### src/rtl/bitwise_logic_pipe.sv
// Two-stage pipelined bitwise logic unit with a valid/ready handshake, zero flag,
// popcount and a passthrough tag. Holds at most two bundles, one per stage.
module bitwise_logic_pipe #(
    parameter int WIDTH = 32,
    parameter int TAG_W = 5,
    localparam int CW = $clog2(WIDTH + 1)
) (
    input  logic             clock,
    input  logic             reset,
    input  logic             in_valid,
    output logic             in_ready,
    input  logic [WIDTH-1:0] in_a,
    input  logic [WIDTH-1:0] in_b,
    input  logic [2:0]       in_op,
    input  logic [TAG_W-1:0] in_tag,
    output logic             out_valid,
    input  logic             out_ready,
    output logic [WIDTH-1:0] out_data,
    output logic             out_zero,
    output logic [CW-1:0]    out_ones,
    output logic [TAG_W-1:0] out_tag
);

    typedef enum logic [2:0] {
        OP_NOT_B = 3'b000,
        OP_AND   = 3'b001,
        OP_OR    = 3'b010,
        OP_XOR   = 3'b011,
        OP_NAND  = 3'b100,
        OP_NOR   = 3'b101,
        OP_XNOR  = 3'b110,
        OP_ANDN  = 3'b111
    } op_e;

    function automatic logic op_bit(input logic [2:0] op, input logic a, input logic b);
        logic r;
        case (op_e'(op))
            OP_NOT_B: r = ~b;
            OP_AND:   r = a & b;
            OP_OR:    r = a | b;
            OP_XOR:   r = a ^ b;
            OP_NAND:  r = ~(a & b);
            OP_NOR:   r = ~(a | b);
            OP_XNOR:  r = ~(a ^ b);
            default:  r = a & ~b;
        endcase
        return r;
    endfunction

    // Stage 1 state
    logic             s1_valid_reg;
    logic [WIDTH-1:0] s1_a_reg;
    logic [WIDTH-1:0] s1_b_reg;
    logic [2:0]       s1_op_reg;
    logic [TAG_W-1:0] s1_tag_reg;

    // Stage 2 state (drives the outputs directly)
    logic             out_valid_reg;
    logic [WIDTH-1:0] out_data_reg;
    logic             out_zero_reg;
    logic [CW-1:0]    out_ones_reg;
    logic [TAG_W-1:0] out_tag_reg;

    logic [WIDTH-1:0] result_next;
    logic [CW-1:0]    ones_next;
    logic             zero_next;

    logic s2_adv;
    logic s1_adv;
    logic in_xfer;
    logic s2_load;

    // A stage may advance when it is empty or its contents leave this cycle.
    assign s2_adv  = ~out_valid_reg | out_ready;
    assign s1_adv  = ~s1_valid_reg | s2_adv;
    assign in_ready = s1_adv & ~reset;
    assign in_xfer = in_valid & in_ready;
    assign s2_load = s1_valid_reg & s2_adv;

    genvar gi;
    generate
        for (gi = 0; gi < WIDTH; gi++) begin : g_bit
            assign result_next[gi] = op_bit(s1_op_reg, s1_a_reg[gi], s1_b_reg[gi]);
        end
    endgenerate

    always_comb begin
        ones_next = '0;
        for (int i = 0; i < WIDTH; i++) begin
            ones_next = ones_next + CW'(result_next[i]);
        end
    end

    assign zero_next = ~|result_next;

    // Operand registers carry no valid meaning of their own, so they skip reset.
    always_ff @(posedge clock) begin
        if (in_xfer) begin
            s1_a_reg   <= in_a;
            s1_b_reg   <= in_b;
            s1_op_reg  <= in_op;
            s1_tag_reg <= in_tag;
        end
    end

    always_ff @(posedge clock) begin
        if (reset) begin
            s1_valid_reg  <= 1'b0;
            out_valid_reg <= 1'b0;
            out_data_reg  <= '0;
            out_zero_reg  <= 1'b0;
            out_ones_reg  <= '0;
            out_tag_reg   <= '0;
        end else begin
            if (s1_adv) begin
                s1_valid_reg <= in_valid;
            end
            if (s2_adv) begin
                out_valid_reg <= s1_valid_reg;
            end
            if (s2_load) begin
                out_data_reg <= result_next;
                out_zero_reg <= zero_next;
                out_ones_reg <= ones_next;
                out_tag_reg  <= s1_tag_reg;
            end
        end
    end

    assign out_valid = out_valid_reg;
    assign out_data  = out_data_reg;
    assign out_zero  = out_zero_reg;
    assign out_ones  = out_ones_reg;
    assign out_tag   = out_tag_reg;

endmodule
### config.mk
export PLATFORM = sky130hd
export DESIGN_NAME = bitwise_logic_pipe
export DESIGN_NICKNAME = d
export VERILOG_FILES = /design/src/rtl/bitwise_logic_pipe.sv
export SDC_FILE = /design/constraint.sdc
export NUM_CORES = 1
export LEC_CHECK = 0
export CAP_MARGIN = 20
export CORE_ASPECT_RATIO = 0.7
export CORE_MARGIN = 3
export CORE_UTILIZATION = 55
export DETAILED_ROUTE_END_ITERATION = 10
export PLACE_DENSITY = 0.84
export SYNTH_ARGS = -nofsm -noshare
export SYNTH_HDL_FRONTEND = slang
export SYNTH_SLANG_ARGS = --single-unit
### constraint.sdc
create_clock -name clock -period 7.8 [get_ports clock]
set_clock_uncertainty 0.15 [all_clocks]
set_input_delay 1.17 -clock clock [delete_from_list [all_inputs] [get_ports clock]]
set_output_delay 1.17 -clock clock [all_outputs]
set_load 0.02 [all_outputs]
=== After elaboration in Yosys (flattened, before gate mapping) ===
Cells that the tools add are included.

* Register bits: 118
* Input port bits: 76
* Output and inout bits: 46

* Eq/ne operators: 6
* $add $sub $neg: 31
* Reductions and logical operators: 3
* Bitwise logic cells: 264
* Multiplexer cells: 32

{| class="wikitable"
|+ Operators with widths
! kind !! count
|-
| $pmux 1 s7 || 32
|-
| $add 6x1->6 || 26
|-
| $not 1->1 || 131
|-
| $and 1x1->1 || 67
|-
| $or 1x1->1 || 34
|-
| $reduce_or 32->1 || 1
|-
| $xor 1x1->1 || 32
|-
| $eq 3x3->1 const B || 3
|-
| $add 5x1->6 || 1
|-
| $eq 3x2->1 const B || 2
|-
| $add 4x1->5 || 1
|-
| $add 3x1->4 || 1
|-
| $add 2x1->3 || 1
|-
| $eq 3x1->1 const B || 1
|-
| $logic_not 3->1 || 1
|-
| $add 1x1->2 || 1
|-
| $logic_not 1->1 || 1
|}

=== Depth between registers and ports, before layout ===
Gate-level depths: netlist of run 1.

* Word-level depth: 34
* Gate-level depth with buffers: 28
* Depth with buffers taken out: 25

=== Least setup slack after synthesis of run 1 ===
Ideal clock, no wire load.

* Path kind: register to register
* Start point: register s1_op_reg[1]
* End point: register out_ones_reg[4] (netlist: out_ones[4])
* Setup slack: 1.330 ns
* Cell stages (with the launch flop): 29
* Data arrival time: 6.249 ns
* Setup time: 0.070 ns
* Required time: 7.580 ns
* Cells stage by stage: edfxtp_1 buf_2 buf_2 buf_2 buf_2 buf_1 nor2_1 a22oi_1 o22ai_1 o22a_1 fa_1 inv_1 fa_1 fa_1 inv_1 fa_1 fa_1 inv_1 fa_1 inv_1 ha_1 inv_1 fa_1 inv_1 a21o_1 a21oi_1 xnor2_1 nand2_1 a21oi_1

* Longest elaborated chain between the ends: 33
* Elaborated cells between the ends (all ways): 70
* Those cells by class: add/sub: 31; eq/ne: 6; mux: 32; reduce/logical: 1

{| class="wikitable"
|+ Ends and longest elaborated chain
! element !! RTL line !! source
|-
| start, declared || 54 || <nowiki>logic [2:0] s1_op_reg;</nowiki>
|-
| start signal, assigned || 101 || <nowiki>s1_op_reg <= in_op;</nowiki>
|-
| $eq 3x3->1 (tied with other cells) || 37 || <nowiki>case (op_e'(op))</nowiki>
|-
| $pmux 1 s7 * || 37 ||
|-
| net result_next[0] || 64 || <nowiki>logic [WIDTH-1:0] result_next;</nowiki>
|-
| $add 1x1->2 * || 90 || <nowiki>ones_next = ones_next + CW'(result_next[i]);</nowiki>
|-
| $add 2x1->3 * || 90 ||
|-
| $add 3x1->4 * || 90 ||
|-
| $add 4x1->5 * || 90 ||
|-
| $add 5x1->6 * || 90 ||
|-
| $add 6x1->6 * (26 in a row) || 90 ||
|-
| end signal, assigned || 124 || <nowiki>out_ones_reg <= ones_next;</nowiki>
|-
| end, declared || 61 || <nowiki>logic [CW-1:0] out_ones_reg;</nowiki>
|}

Mark *: on every way through the listed nets, which the timed path passes. The rest lies on a longest branch.
A chain may end at the register's enable or synchronous reset.

=== Worst setup path after layout of run 1 ===
* Start point: register s1_op_reg[2]
* End point: register out_ones_reg[4] (netlist: out_ones[4])

* Elaborated cells between the ends (all ways): 70
* Those cells by class: add/sub: 31; eq/ne: 6; mux: 32; reduce/logical: 1

{| class="wikitable"
|+ RTL lines
! element !! RTL line
|-
| $eq 3x3->1 (tied with other cells) || 37
|-
| $pmux 1 s7 * || 37
|-
| net result_next[17] || 64
|-
| $add 6x1->6 * (15 in a row) || 90
|}

Marked as above.

==> impl_metrics.prom, run 1 <==
# TYPE chip_impl_metric gauge
chip_impl_info{name="timing.critical_path.from_type",value="flop"} 1
chip_impl_metric{name="route.final.wire_length",unit="um"} 19800
chip_impl_metric{name="share_comb_of_total_power",unit="%"} 43.6
chip_impl_info{name="rsz0062_at_grt",value="false"} 1
chip_impl_info{name="outcome",value="completed"} 1
chip_impl_metric{name="ys_async_sr_fraction",unit="%"} 0
chip_impl_metric{name="areaGrowthSynthToFinish",unit="%"} 23.8
chip_impl_metric{name="intPower",unit="uW"} 1780
chip_impl_metric{name="power_per_cell_area",unit="nW/um2"} 266
chip_impl_info{name="yosys.cell_count.top_type",value="sky130_fd_sc_hd__ha_1"} 1
chip_impl_metric{name="fin_tns_setup",unit="ns"} 0
chip_impl_metric{name="power.net_switching",unit="uW"} 955
chip_impl_metric{name="clock_path_buffers",unit=""} 2
chip_impl_metric{name="synth_cell_area",unit="um2"} 8300
chip_impl_metric{name="placed_area",unit="um2"} 9640
chip_impl_info{name="timing.hold.worst.class",value="flop to flop"} 1
chip_impl_metric{name="synth_largest_type_area_fraction",unit="%"} 26.1
chip_impl_metric{name="achievable-frequency",unit="MHz"} 152
chip_impl_metric{name="diodes",unit=""} 0
chip_impl_metric{name="cts_post_setup_buffers_inserted",unit=""} 0
chip_impl_metric{name="worst_path_largest_cell_delay",unit="ns"} 0.61
chip_impl_metric{name="finalHoldViolations",unit=""} 0
chip_impl_metric{name="routed_wire_length_per_instance",unit="um"} 17.7
chip_impl_metric{name="die_height",unit="um"} 109
chip_impl_metric{name="routed_via_density",unit=""} 5.73
chip_impl_info{name="synth.largest_area_cell",value="sky130_fd_sc_hd__edfxtp_1"} 1
chip_impl_metric{name="die_width",unit="um"} 153
chip_impl_metric{name="initial_utilization",unit="%"} 57.9
chip_impl_info{name="criticalPathCategory",value="flop to flop"} 1
chip_impl_metric{name="cts_inserted_buffers",unit=""} 17
chip_impl_metric{name="drc",unit=""} 0
chip_impl_metric{name="post_synth_num_cell_types",unit=""} 55
chip_impl_metric{name="fp-row-count",unit=""} 36
chip_impl_metric{name="cts_htree_levels",unit=""} 4
chip_impl_metric{name="cts.sink_count",unit=""} 118
chip_impl_metric{name="worst-endpoint-arrival",unit="ns"} 6.77
chip_impl_metric{name="floorplan.die_area",unit="um2"} 16600
chip_impl_metric{name="timing_worst_slew_pin_value",unit="ns"} 0.986
chip_impl_metric{name="yosysWarnings",unit=""} 0
chip_impl_metric{name="grt.total_usage",unit="%"} 24.2
chip_impl_metric{name="timing.slew.headroom",unit="%"} 34.2
chip_impl_metric{name="max_cap_check_violation_count",unit=""} 0
chip_impl_metric{name="final_weighted_congestion_in_routability_driven_placement",unit=""} 0.892
chip_impl_metric{name="netlist_instances",unit=""} 812
chip_impl_info{name="synth.top_cells.by_area",value="sky130_fd_sc_hd__edfxtp_1 (26%), sky130_fd_sc_hd__ha_1 (16%), sky130_fd_sc_hd__dfxtp_1 (11%)"} 1
chip_impl_metric{name="use_met2",unit="%"} 38.4
chip_impl_metric{name="slew_violations",unit=""} 0
chip_impl_metric{name="filler_cell_count",unit=""} 1006
chip_impl_metric{name="syn_area_per_cell",unit="um2"} 10.2
chip_impl_info{name="crit_top_cell",value="sky130_fd_sc_hd__fa_1"} 1
chip_impl_metric{name="grt_pass1_wl",unit="um"} 32000
chip_impl_metric{name="pin_count",unit=""} 122
chip_impl_metric{name="worstSkewPairLatency",unit="ns"} 0.42
chip_impl_info{name="grt_busiest_layer",value="met2"} 1
chip_impl_metric{name="synth_sequential_area_ratio",unit="%"} 37.2
chip_impl_metric{name="fin_crit_sh",unit="%"} 84.5
chip_impl_metric{name="drive_above_1_share",unit="%"} 8.83
chip_impl_metric{name="coreArea",unit="um2"} 14300
chip_impl_metric{name="clk_pin_slew",unit="ns"} 0.06
chip_impl_metric{name="via_count_of_the_first_global_routing_pass",unit=""} 6303
chip_impl_metric{name="crit_path_max_fanout",unit=""} 50
chip_impl_metric{name="dpl.hpwl",unit="um"} 14000
chip_impl_metric{name="placement.io_buffers",unit=""} 121
chip_impl_metric{name="design.final.nets",unit=""} 1120
chip_impl_metric{name="crit_required",unit="ns"} 7.98
chip_impl_metric{name="layout.cell_area.non_filler",unit="um2"} 10300
chip_impl_metric{name="starting_drt_drc_count",unit=""} 626
chip_impl_metric{name="grt_use_met1",unit="%"} 32.9
chip_impl_metric{name="seqPwrFrac",unit="%"} 26.6
chip_impl_metric{name="synth.net_count",unit=""} 1016
chip_impl_info{name="cpMaxStageDelayCell",value="sky130_fd_sc_hd__a211oi_1"} 1
chip_impl_metric{name="drt_pre_antenna_iters",unit=""} 6
chip_impl_metric{name="p_clk_share",unit="%"} 29.8
chip_impl_metric{name="pin_count_of_the_biggest_net_entering_global_routing",unit=""} 73
chip_impl_metric{name="grt_antenna_before_repair",unit=""} 0
chip_impl_metric{name="finalCriticalPeriod",unit="ns"} 6.59
chip_impl_info{name="cts_tree",value="yes"} 1
chip_impl_metric{name="number_of_nets_still_failing_antenna_checks_after_routing",unit=""} 0
chip_impl_info{name="cp_top_family",value="adder cells"} 1
chip_impl_metric{name="ys_ff_latch",unit=""} 118
chip_impl_info{name="yosys-top-cells-count",value="sky130_fd_sc_hd__ha_1 (104), sky130_fd_sc_hd__inv_1 (100), sky130_fd_sc_hd__nand2_1 (74)"} 1
chip_impl_info{name="postSynth.topFlopCell",value="sky130_fd_sc_hd__edfxtp_1"} 1
chip_impl_metric{name="ctsHoldBuffers",unit=""} 0
chip_impl_metric{name="synth-edff-count",unit=""} 72
chip_impl_metric{name="route.vias.total",unit=""} 6412
chip_impl_metric{name="setup_viol",unit=""} 0
chip_impl_metric{name="ir_drop",unit="mV"} 0.350
chip_impl_metric{name="grt.overflow.total",unit=""} 0
chip_impl_metric{name="globalRouteMet3Util",unit="%"} 6.43
chip_impl_info{name="path_cells",value="buf_4, nor2_1, buf_4, a211oi_1, a211oi_1, fa_1, inv_1, fa_1, fa_1, inv_1, fa_1, fa_1, inv_1, fa_1, inv_1, ha_1, inv_1, fa_1, inv_1, a21o_1, a21oi_1, xnor2_1, nand2_1, a21oi_1"} 1
chip_impl_info{name="end_kind",value="flop"} 1
chip_impl_metric{name="count_of_instances_resized_after_the_clock_tree_is_built",unit=""} 0
chip_impl_metric{name="netSwitchingFraction",unit="%"} 34.9
chip_impl_metric{name="power.static_leakage",unit="uW"} 0.00446
chip_impl_info{name="cts_root_buf",value="sky130_fd_sc_hd__clkbuf_16"} 1
chip_impl_metric{name="worstPathBufferInverterCount",unit=""} 8
==> routing by layer <==
layer / routed length [um] / part of all wire [%]
met1: 8780 / 44
met2: 8990 / 45
met3: 1650 / 8.3
met4: 413 / 2.1
met5: 0 / 0
==> cell usage in the layout, fill, tap and decap left out, types with 14 or more instances in the layout <==
cell type / count
sky130_fd_sc_hd__clkdlybuf4s50_1: 120
sky130_fd_sc_hd__ha_1: 104
sky130_fd_sc_hd__inv_1: 100
sky130_fd_sc_hd__nand2_1: 74
sky130_fd_sc_hd__edfxtp_1: 72
sky130_fd_sc_hd__nor2_1: 62
sky130_fd_sc_hd__a21oi_1: 49
sky130_fd_sc_hd__mux2i_1: 47
sky130_fd_sc_hd__dfxtp_1: 46
sky130_fd_sc_hd__fa_1: 24
sky130_fd_sc_hd__o21ai_0: 20
sky130_fd_sc_hd__clkbuf_16: 19
sky130_fd_sc_hd__mux2_2: 15
sky130_fd_sc_hd__a211oi_1: 15
sky130_fd_sc_hd__mux4_2: 14
==> tightest hold or removal path: stages (launching register included) <==
cell	delay (ns)
sky130_fd_sc_hd__dfxtp_1	0.30
sky130_fd_sc_hd__nand2_1	0.05
sky130_fd_sc_hd__a21oi_1	0.05
==> layout make-up <==
type                       count  area, um2  area share (%)
multi-input combinational    544       4630            45.1
clock buffer                  20        479            4.67
tap                          190        238            2.31
timing repair buffer         134       1320            12.9
inverter                     101        379            3.69
clock inverter                12        138            1.34
sequential                   118       3080            30.0
==> cells by family (layout without fill, tap and decap cells) <==
kind of cell	after synthesis	after routing	synth area share [%]
adders and majority gates	128	128	21.5
AOI/OAI and AO/OA	147	147	11.7
muxes	77	77	11.7
and+or+nand+nor	189	189	10.6
xor gates and xnor gates	3	3	0.317
DFF	118	118	37.2
buffers and inverters	150	267	7.12
==> power groups by stage <==
stage / Combinational [uW] / Sequential [uW] / Clock (uW)
after floorplan: 889 / 756 / 0
after global placement: 1130 / 738 / 0
after detailed placement: 1190 / 740 / 0
after CTS: 1200 / 727 / 823
after global routing: 1380 / 731 / 854
final: 1190 / 728 / 814
==> metrics by stage <==
step | hold WS [ns] | setup slack [ns] | std cells | power (uW) | utilization [%]
detailed placement | 0.301 | 1.25 | 1086 | 1930 | 67.3
CTS | 0.310 | 1.18 | 1118 | 2750 | 71.6
global placement | 0.292 | 1.44 | 1086 | 1870 | 67.3
floorplan | 0.321 | 1.33 | 812 | 1650 | -
global route | 0.334 | 0.806 | 1119 | 2970 | 71.7
finish | 0.307 | 1.21 | 1119 | 2730 | 71.7
==> worst paths after layout <==
check	from	to	slack, ns	cells past startpoint
worst min register to register	out_data[12]	out_data[12]	0.31	2
worst min-delay path	out_data[12]	out_data[12]	0.31	2
worst max-delay path	s1_op_reg[2]	out_ones[4]	1.21	24
worst max register to register	s1_op_reg[2]	out_ones[4]	1.21	24
(Power assumes the default switching activity.)
==> run 2: changes to the inputs <==
--- a/config.mk
+++ b/config.mk
@@ -8,9 +8,9 @@
 export CAP_MARGIN = 20
 export CORE_ASPECT_RATIO = 0.7
 export CORE_MARGIN = 3
-export CORE_UTILIZATION = 55
+export CORE_UTILIZATION = 50
 export DETAILED_ROUTE_END_ITERATION = 10
-export PLACE_DENSITY = 0.84
+export PLACE_DENSITY = 0.8
 export SYNTH_ARGS = -nofsm -noshare
 export SYNTH_HDL_FRONTEND = slang
 export SYNTH_SLANG_ARGS = --single-unit
==> constraint.sdc (replaced) <==
create_clock -name clock -period 5.34 [get_ports clock]
set_clock_uncertainty 0.15 [all_clocks]
set_input_delay 0.801 -clock clock [delete_from_list [all_inputs] [get_ports clock]]
set_output_delay 0.801 -clock clock [all_outputs]
set_load 0.02 [all_outputs]
==> impl_metrics.prom, run 2 (synthesis gave the netlist of run 1 again) <==
# TYPE chip_impl_metric gauge
chip_impl_metric{name="routed_via_density",unit=""} 5.40
chip_impl_metric{name="finalHoldViolations",unit=""} 0
chip_impl_metric{name="worst-endpoint-arrival",unit="ns"} 6.14
chip_impl_metric{name="achievable-frequency",unit="MHz"} 166
chip_impl_metric{name="timing_worst_slew_pin_value",unit="ns"} 1.04
chip_impl_metric{name="final_core_area_utilization",unit="%"} 72.0
chip_impl_metric{name="power.net_switching",unit="uW"} 1590
chip_impl_info{name="cts_tree",value="yes"} 1
chip_impl_metric{name="timing.slew.headroom",unit="%"} 31.0
chip_impl_metric{name="route.final.wire_length",unit="um"} 21800
chip_impl_metric{name="fin_tns_setup",unit="ns"} -2.92
chip_impl_metric{name="cts.sink_count",unit=""} 118
chip_impl_metric{name="starting_drt_drc_count",unit=""} 573
chip_impl_metric{name="placement.io_buffers",unit=""} 121
chip_impl_metric{name="route.vias.total",unit=""} 6869
chip_impl_metric{name="grt.total_usage",unit="%"} 23.9
chip_impl_metric{name="clock_path_buffers",unit=""} 2
chip_impl_metric{name="die_height",unit="um"} 114
chip_impl_metric{name="power_per_cell_area",unit="nW/um2"} 391
chip_impl_metric{name="routed_wire_length_per_instance",unit="um"} 17.2
chip_impl_metric{name="power.static_leakage",unit="uW"} 0.00507
chip_impl_metric{name="grt_antenna_before_repair",unit=""} 0
chip_impl_metric{name="fin_ws",unit="ns"} -0.679
chip_impl_metric{name="grt_pass1_wl",unit="um"} 34600
chip_impl_metric{name="crit_required",unit="ns"} 5.46
chip_impl_metric{name="areaGrowthSynthToFinish",unit="%"} 37.8
chip_impl_metric{name="ir_drop",unit="mV"} 0.622
chip_impl_metric{name="initial_utilization",unit="%"} 52.2
chip_impl_metric{name="crit_path_max_fanout",unit=""} 3
chip_impl_metric{name="clk_pin_slew",unit="ns"} 0.06
chip_impl_metric{name="intPower",unit="uW"} 2880
chip_impl_metric{name="setup_viol",unit=""} 6
chip_impl_info{name="timing.hold.worst.class",value="flop to flop"} 1
chip_impl_metric{name="slew_violations",unit=""} 0
chip_impl_metric{name="number_of_nets_still_failing_antenna_checks_after_routing",unit=""} 0
chip_impl_metric{name="cts_inserted_buffers",unit=""} 17
chip_impl_metric{name="max_cap_check_violation_count",unit=""} 0
chip_impl_metric{name="p_clk_share",unit="%"} 24.7
chip_impl_metric{name="finalCriticalPeriod",unit="ns"} 6.02
chip_impl_info{name="rsz0062_at_grt",value="true"} 1
chip_impl_metric{name="dpl.hpwl",unit="um"} 15700
chip_impl_info{name="layout_common_cells",value="sky130_fd_sc_hd__buf_4 (126), sky130_fd_sc_hd__clkdlybuf4s50_1 (120), sky130_fd_sc_hd__ha_1 (99), sky130_fd_sc_hd__inv_1 (89), sky130_fd_sc_hd__nand2_1 (74)"} 1
chip_impl_metric{name="cts_htree_levels",unit=""} 4
chip_impl_metric{name="worstSkewPairLatency",unit="ns"} 0.42
chip_impl_metric{name="final_cell_count_no_fill",unit=""} 1271
chip_impl_metric{name="diodes",unit=""} 0
chip_impl_metric{name="die_width",unit="um"} 160
chip_impl_metric{name="pin_count_of_the_biggest_net_entering_global_routing",unit=""} 73
chip_impl_metric{name="hold-worst-slack",unit="ns"} 0.305
chip_impl_metric{name="drt_pre_antenna_iters",unit=""} 5
chip_impl_metric{name="coreArea",unit="um2"} 15900
chip_impl_info{name="cts_root_buf",value="sky130_fd_sc_hd__clkbuf_16"} 1
chip_impl_metric{name="pin_count",unit=""} 122
chip_impl_metric{name="fin_crit_sh",unit="%"} 113
chip_impl_metric{name="design.final.nets",unit=""} 1242
chip_impl_metric{name="netSwitchingFraction",unit="%"} 35.5
chip_impl_info{name="violations_in_the_final_reports",value="setup timing"} 1
chip_impl_metric{name="seqPwrFrac",unit="%"} 23.8
chip_impl_metric{name="via_count_of_the_first_global_routing_pass",unit=""} 6854
chip_impl_metric{name="share_comb_of_total_power",unit="%"} 51.5
chip_impl_info{name="mostFrequentLayoutCell",value="sky130_fd_sc_hd__buf_4"} 1
chip_impl_info{name="end_kind",value="flop"} 1
chip_impl_metric{name="dp_cells",unit=""} 1224
chip_impl_metric{name="final_weighted_congestion_in_routability_driven_placement",unit=""} 0.894
chip_impl_metric{name="drc",unit=""} 0
chip_impl_metric{name="drive_above_1_share",unit="%"} 22.6
chip_impl_metric{name="floorplan.die_area",unit="um2"} 18200
chip_impl_metric{name="fp-row-count",unit=""} 38
chip_impl_info{name="criticalPathCategory",value="flop to flop"} 1
chip_impl_metric{name="grt.overflow.total",unit=""} 0
chip_impl_info{name="outcome",value="finished, violations left"} 1
chip_impl_info{name="timing.critical_path.from_type",value="flop"} 1
## run 2: path summary, 6_finish.rpt
kind                startpoint           to  slack (ns)  cells after the start
setup / recovery  s1_a_reg[13]  out_ones[4]       -0.68                     24
hold / removal     out_ones[3]  out_ones[3]        0.30                      2
setup reg to reg  s1_a_reg[13]  out_ones[4]       -0.68                     24
hold reg to reg    out_ones[3]  out_ones[3]        0.30                      2
## run 2: repair_timing
item	4_1_cts	5_1_grt
resized for setup	6	21
buffers inserted	3	9
hold endpoints to repair	0	0
pin swaps	4	19
hold buffers	0	0
setup endpoints to repair	6	6
cloned	0	2
## run 2: power by group through the flow
stage / logic, uW / clock network (uW) / registers, uW
6_report: 2300 / 1110 / 1060
5_1_grt: 2570 / 1170 / 1070
4_1_cts: 2240 / 1120 / 1060
3_5_place_dp: 2090 / 0 / 1080
3_3_place_gp: 2000 / 0 / 1080
2_1_floorplan: 1390 / 0 / 1100
## run 2: area by class of cell
| class | instances | area [um2] |
|---|---|---|
| clock buffers | 20 | 489 |
| repair buffers | 256 | 2320 |
| multi-input cells | 544 | 4800 |
| well taps | 220 | 275 |
| inverters | 101 | 379 |
| fillers | 1153 | 4450 |
| clock inverters | 12 | 86.3 |
| flip-flops and latches | 118 | 3080 |
## run 2: layer usage
layer  global-route usage (%)  wire length [um]
met5                        0                 0
met3                     6.39              1750
met2                     38.2              9920
met4                     7.80               424
met1                     32.1              9710
## run 2: stage by stage
step	instance area (um2)	total power [uW]	worst slack, ns
after floorplan	8440	2490	-0.551
final	11400	4470	-0.679
after detailed placement	10600	3170	-0.727
after global placement	10600	3070	-0.488
after CTS	11200	4420	-0.652
after global routing	11400	4810	-0.882
## run 2: worst max-delay path, cell delays in order (launching register included)
cell                       delay [ns]
sky130_fd_sc_hd__edfxtp_1        0.42
sky130_fd_sc_hd__inv_1           0.13
sky130_fd_sc_hd__ha_4            0.22
sky130_fd_sc_hd__mux4_2          0.50
sky130_fd_sc_hd__or2_4           0.26
sky130_fd_sc_hd__a21oi_4         0.15
sky130_fd_sc_hd__fa_1            0.45
sky130_fd_sc_hd__inv_2           0.07
sky130_fd_sc_hd__fa_1            0.44
sky130_fd_sc_hd__fa_2            0.55
sky130_fd_sc_hd__inv_2           0.04
sky130_fd_sc_hd__fa_2            0.52
sky130_fd_sc_hd__fa_1            0.40
sky130_fd_sc_hd__inv_1           0.07
sky130_fd_sc_hd__fa_1            0.42
sky130_fd_sc_hd__inv_2           0.08
sky130_fd_sc_hd__ha_4            0.13
sky130_fd_sc_hd__inv_2           0.04
sky130_fd_sc_hd__fa_2            0.35
sky130_fd_sc_hd__inv_1           0.07
sky130_fd_sc_hd__a21o_1          0.13
sky130_fd_sc_hd__a21oi_2         0.05
sky130_fd_sc_hd__xnor2_1         0.12
sky130_fd_sc_hd__nand2_1         0.07
sky130_fd_sc_hd__a21oi_1         0.05
